--- src/rtl/mem_port_arbiter.sv ---
`default_nettype none
// ============================================================================
// Module   : mem_port_arbiter
// Purpose  : Shares one fixed-latency single-port memory between instruction
//            fetch and the MEM stage. Each access runs grant -> wait -> ack.
//            Optional starvation guard: define MEM_ARB_STARVE_GUARD_EN.
// Revision : 1.0 - initial release
// ============================================================================
module mem_port_arbiter #(
  parameter int LAT        = 2,
  parameter int STARVE_MAX = 4
) (
  input  logic        clk,
  input  logic        rst,
  input  logic        if_req,
  input  logic [31:0] if_addr,
  output logic        if_ack,
  output logic [31:0] if_rdata,
  input  logic        mem_req,
  input  logic        mem_we,
  input  logic [31:0] mem_addr,
  input  logic [31:0] mem_wdata,
  output logic        mem_ack,
  output logic [31:0] mem_rdata,
  output logic        stall_if,
  output logic        stall_mem,
  output logic        bus_en,
  output logic        bus_we,
  output logic [31:0] bus_addr,
  output logic [31:0] bus_wdata,
  input  logic [31:0] bus_rdata
);

  typedef enum logic [1:0] {
    S_IDLE = 2'd0,
    S_BUSY = 2'd1,
    S_DONE = 2'd2
  } state_t;

  state_t      r_state;
  state_t      w_state_nxt;
  logic        r_gnt_mem;
  logic        r_we;
  logic [3:0]  r_wait;
  logic [31:0] r_addr;
  logic [31:0] r_wdata;
  logic [31:0] r_if_rdata;
  logic [31:0] r_mem_rdata;
  logic        w_grant;
  logic        w_grant_mem;
  logic        w_force_if;

`ifdef MEM_ARB_STARVE_GUARD_EN
  // Counts consecutive MEM wins that left a fetch waiting.
  logic [3:0] r_starve;

  assign w_force_if = (r_starve == 4'(STARVE_MAX));

  always_ff @(posedge clk or posedge rst) begin
    if (rst) begin
      r_starve <= '0;
    end else if (w_grant) begin
      if (!w_grant_mem) begin
        r_starve <= '0;
      end else if (if_req && (r_starve != 4'(STARVE_MAX))) begin
        r_starve <= r_starve + 4'd1;
      end
    end
  end
`else
  // Strict priority: MEM always wins; STARVE_MAX has no effect here.
  assign w_force_if = 1'b0 & (STARVE_MAX == 0);
`endif

  always_ff @(posedge clk or posedge rst) begin
    if (rst) begin
      r_state <= S_IDLE;
    end else begin
      r_state <= w_state_nxt;
    end
  end

  always_comb begin
    w_state_nxt = r_state;
    w_grant     = 1'b0;
    w_grant_mem = 1'b0;
    case (r_state)
      S_IDLE: begin
        if (if_req || mem_req) begin
          w_grant     = 1'b1;
          w_grant_mem = mem_req & ~(if_req & w_force_if);
          w_state_nxt = S_BUSY;
        end
      end
      S_BUSY: begin
        if (r_wait == 4'd0) begin
          w_state_nxt = S_DONE;
        end
      end
      S_DONE:  w_state_nxt = S_IDLE;
      default: w_state_nxt = S_IDLE;
    endcase
  end

  always_ff @(posedge clk or posedge rst) begin
    if (rst) begin
      r_gnt_mem   <= 1'b0;
      r_we        <= 1'b0;
      r_wait      <= '0;
      r_addr      <= '0;
      r_wdata     <= '0;
      r_if_rdata  <= '0;
      r_mem_rdata <= '0;
    end else if (w_grant) begin
      r_gnt_mem <= w_grant_mem;
      r_wait    <= 4'(LAT - 1);
      if (w_grant_mem) begin
        r_addr  <= mem_addr;
        r_we    <= mem_we;
        r_wdata <= mem_wdata;
      end else begin
        r_addr  <= if_addr;
      end
    end else if (r_state == S_BUSY) begin
      if (r_wait == 4'd0) begin
        // Memory data is valid only in the final BUSY cycle.
        if (r_gnt_mem) begin
          r_mem_rdata <= r_we ? 32'd0 : bus_rdata;
        end else begin
          r_if_rdata  <= bus_rdata;
        end
      end else begin
        r_wait <= r_wait - 4'd1;
      end
    end
  end

  assign bus_en    = (r_state == S_BUSY);
  assign bus_we    = bus_en & r_gnt_mem & r_we;
  assign bus_addr  = r_addr;
  assign bus_wdata = r_wdata;

  assign if_ack    = (r_state == S_DONE) & ~r_gnt_mem;
  assign mem_ack   = (r_state == S_DONE) &  r_gnt_mem;
  assign if_rdata  = r_if_rdata;
  assign mem_rdata = r_mem_rdata;

  assign stall_if  = if_req  & ~if_ack;
  assign stall_mem = mem_req & ~mem_ack;

endmodule
`default_nettype wire

--- config.mk ---
export PLATFORM = sky130hd
export DESIGN_NAME = mem_port_arbiter
export DESIGN_NICKNAME = d
export VERILOG_FILES = /design/src/rtl/mem_port_arbiter.sv
export SDC_FILE = /design/constraint.sdc
export NUM_CORES = 1
export LEC_CHECK = 0
export ABC_AREA = 1
export CELL_PAD_IN_SITES_DETAIL_PLACEMENT = 0
export CELL_PAD_IN_SITES_GLOBAL_PLACEMENT = 1
export CORE_MARGIN = 3
export CORE_UTILIZATION = 27
export DETAILED_ROUTE_END_ITERATION = 16
export HOLD_SLACK_MARGIN = 0.12
export PLACE_DENSITY = 0.75
export RECOVER_POWER = 25
export SYNTH_ARGS = -nofsm -noshare
export SYNTH_HDL_FRONTEND = slang
export SYNTH_SLANG_ARGS = --single-unit
export TNS_END_PERCENT = 50
--- constraint.sdc ---
create_clock -name clk -period 4.8 [get_ports clk]
set_clock_uncertainty 0.1 [all_clocks]
set_input_delay 0.96 -clock clk [delete_from_list [all_inputs] [get_ports clk]]
set_output_delay 0.96 -clock clk [all_outputs]
set_load 0.01 [all_outputs]
* Yosys cells after proc, flatten, opt, wreduce, memory -nomap -nowiden
Index checks and enable logic that the tools add are counted.
** Word-level totals
- Register bits after elaboration :: 136
- Latch bits :: 0
- Memory bits (writable) :: 0
- ROM bits :: 0
- Bits of input ports :: 133
- Output and inout bits :: 134
- Logic and storage cells :: 45
- Memories :: 0
** Cells by class
- Add/sub/neg operators :: 1
- Multiply operators :: 0
- Div/mod/pow operators :: 0
- Magnitude comparators :: 0
- Equal/unequal tests :: 5
- Shifts and indexed selects :: 0
- Muxes and demuxes :: 12
- Bitwise logic cells :: 10
- Reductions and logical operators :: 9
** Operator list (count)
- 2-to-1 mux 32 bit :: 2
- 2-to-1 mux 4 bit :: 3
- AND reduction 4 bit :: 2
- bitwise AND 1 bit :: 6
- AND reduction 2 bit :: 3
- zero test 4 bit :: 1
- 2-to-1 mux 1 bit :: 4
- 2-to-1 mux 2 bit :: 2
- inequality test 2 bit (second input constant) :: 2
- NOT 1 bit :: 4
- one-hot mux 2 bit (2 select lines) :: 1
- subtractor 4 x 1 -> 4 bit (second input constant) :: 1
- equality test 2 x 1 -> 1 bit (second input constant) :: 1
- equality test 2 bit (second input constant) :: 1
- zero test 2 bit :: 1
- inequality test 2 x 1 -> 1 bit (second input constant) :: 1
- nonzero test 2 bit :: 1
- logical OR 1 bit :: 1

* Depth between registers and ports, before layout
- Word-level depth :: 5
- Mapped depth :: 9
- Gate-level depth less buffers :: 8

* Least setup slack after synthesis
Ideal clock, no wire load.
- Kind :: in2out
- Start point :: input port mem_req
- End point :: output port stall_mem
- Data arrival time :: 1107 ps
- Data required time :: 3740 ps
- Path slack :: 2633 ps
- Stages :: 2
- Buffers on the path :: 0
- Cells stage by stage :: o21ai_0 -> inv_1
** Between the ends
- Cells in the longest elaborated chain, start to end :: 1
** Ends and longest elaborated chain
- start: declaration :: line 19 : input logic mem_req,
- bitwise AND 1 bit :: line 149 : assign stall_mem = mem_req & ~mem_ack;
- end: declaration :: line 26 : output logic stall_mem,
No other way between the ends.

* Worst setup path in the final report
Same ends and word-level chain as after synthesis.

==> metrics.yaml <==
ys_types: 24
drtPass1Iterations: 4
via_per_inst: 4.26
worstPathCellList: "dlygate4sd3_1 -> o21ai_0 -> inv_1 -> clkdlybuf4s50_1"
maxCapViolCount: 2
slowest_stage: "dlygate4sd3_1"
hold_class: "reg -> reg"
cp.required_ns: 3.74
fin_crit_sh: 0.690
ys_seq_area_frac: 0.582
clock_path_buffers: 2
synth_top_area_share: 0.582
drt_wl_total_um: 18800
rsz0062_at_grt: "no"
start_kind: "primary input"
ys_top_cells_by_area: "dfrtp_1 58%, nand2_1 23%, o21ai_2 3.1%"
slew_headroom: -0.426
path_class: "in -> out"
path_buf_inv: 3
clk_pin_slew_ns: 0.06
tns_ns: 0
finalNonFillerCells: 1246
gr-total-overflow: 0
crit_path_max_fanout: 3
ys_ff_latch: 136
slowest_delay_ns: 0.60
track_usage: 0.159
syn-cell-area_um2: 5850
cts_tree: "built"
drive_above_1_share: 0.0577
via_count: 5311
p_per_area_nw_per_um2: 642
antenna_found_initial: 0
tightest_slew_ns: 2.13
ctsHoldBuffers: 0
whs_ns: 0.378
cts_buffers: 17
fp.coreArea_um2: 21200
rows: 53
cts-resized-gates: 0
io_buffers: 266
final_cell_mix: "362 x nand2_1, 264 x clkdlybuf4s50_1, 136 x dfrtp_1"
setup_viol: 0
gp_congestion: 0.776
layout_commonest_cell: "nand2_1"
synth_warnings: 0
clock_sinks: 136
syn_nets: 839
clkLatencyLatePin_ns: 0.41
violations: "max-capacitance violations, max-slew violations"
post_dp_cell_area_um2: 8710
fin_area_um2: 9250
num_io_pins: 267
power_leakage_uw: 0.00445
avgSynthCellArea_um2: 8.31
syn_inst: 704
status: "complete, but fails checks"
max-vdd-ir-drop_v: 0.000256
fmax_ghz: 0.302
postCtsSetupRepairBufs: 0
wl_per_cell_um: 15.1
nNetsFinal: 1094
reg2reg_slack_ns: 1.65
arrival_ns: 2.25
final.min_clock_period_ns: 3.31
first_global_vias: 5195
synth.largest_area_cell: "dfrtp_1"
dpl.hpwl_um: 12900
die_width_um: 153
hold_viol_final: 0
areaGrowthSynthToFinish_pct: 58.1
drt_iter0_markers: 269
slew_viol_final: 147
cts.root.buffer_cell: "clkbuf_16"
placed_cells_incl_taps: 1215
endpoint_kind: "output pin"
die_y_um: 153
antennaDiodeCount: 0
grt_pass1_wl_um: 29400
ant_nets: 0
critPathTopFamily: "buffers and inverters"
htreeDepth: 4
drc: 0
die_area_um2: 23500
grt_max_degree: 83
start_util: 0.277
## registers in the layout, summed over array words and instances, names as in the netlist
register / cells
bus_addr: 32
bus_wdata: 32
if_rdata: 32
mem_rdata: 32
r_wait: 4
r_state: 2
r_gnt_mem: 1
r_we: 1
## layer usage
| metal | up-vias | share of wire | track usage |
|---|---|---|---|
| li1 | 2655 | - | - |
| met4 | 0 | 0.010 | 0.0420 |
| met2 | 207 | 0.45 | 0.244 |
| met3 | 15 | 0.10 | 0.0702 |
| met5 | - | 0 | 0 |
| met1 | 2434 | 0.43 | 0.205 |
## cell type report
| class | instances | area (um^2) |
|---|---|---|
| Clock buffer | 17 | 425 |
| Multi-Input combinational cell | 488 | 2020 |
| Clock inverter | 14 | 173 |
| Fill cell | 2132 | 11900 |
| Timing Repair Buffer | 271 | 2710 |
| Inverter | 45 | 174 |
| Tap cell | 275 | 344 |
| Sequential cell | 136 | 3400 |
## through the flow
step	util	worst slack [ns]	power (uW)
2_1_floorplan	-	0.101	3240
3_3_place_gp	0.412	1.43	4680
3_5_place_dp	0.412	1.43	4700
4_1_cts	0.440	1.43	6090
5_1_grt	0.437	1.20	6390
6_report	0.437	1.49	5940
## tightest hold or removal path, stage by stage, from the launching register on
cell and delay, ns:
dfrtp_1 0.34, nand2_1 0.05, nand2_1 0.05
## synthesized netlist by cell type, drive strengths merged
library cell,instances
nor3,1
dfrtp,136
clkinv,3
ha,2
inv,42
nand2,365
a21oi,1
or2,2
o21ai,70
clkbuf,6
buf,29
nand4,2
nand3,4
nor2,41
## power by group
group / switching (uW) / internal [uW]
combinational: 1320 / 1300
clock: 517 / 819
sequential: 302 / 1680
## path summary, 6_finish.rpt
check,start,end,cells after the start
worst max register to register,r_wait[0]$_DFFE_PP0P_,mem_rdata[21]$_DFFE_PP0P_,6
worst min-delay path,if_rdata[29]$_DFFE_PP0P_,if_rdata[29]$_DFFE_PP0P_,2
worst max-delay path,mem_req,stall_mem,4
max in group asynchronous,rst,mem_rdata[0]$_DFFE_PP0P_,3
worst min register to register,if_rdata[29]$_DFFE_PP0P_,if_rdata[29]$_DFFE_PP0P_,2
min in group asynchronous,rst,bus_wdata[30]$_DFFE_PP0P_,2
## logic make-up (layout without fill, tap and decap cells)
family | count (synthesis) | count (layout) | synth area share
DFF | 136 | 136 | 0.582
adders and majority gates | 2 | 2 | 0.00428
and+or+nand+nor | 415 | 415 | 0.274
AOI/OAI and AO/OA | 71 | 71 | 0.0742
buffers and inverters | 80 | 347 | 0.0661
No activity file was read; power rests on OpenSTA's default activity.
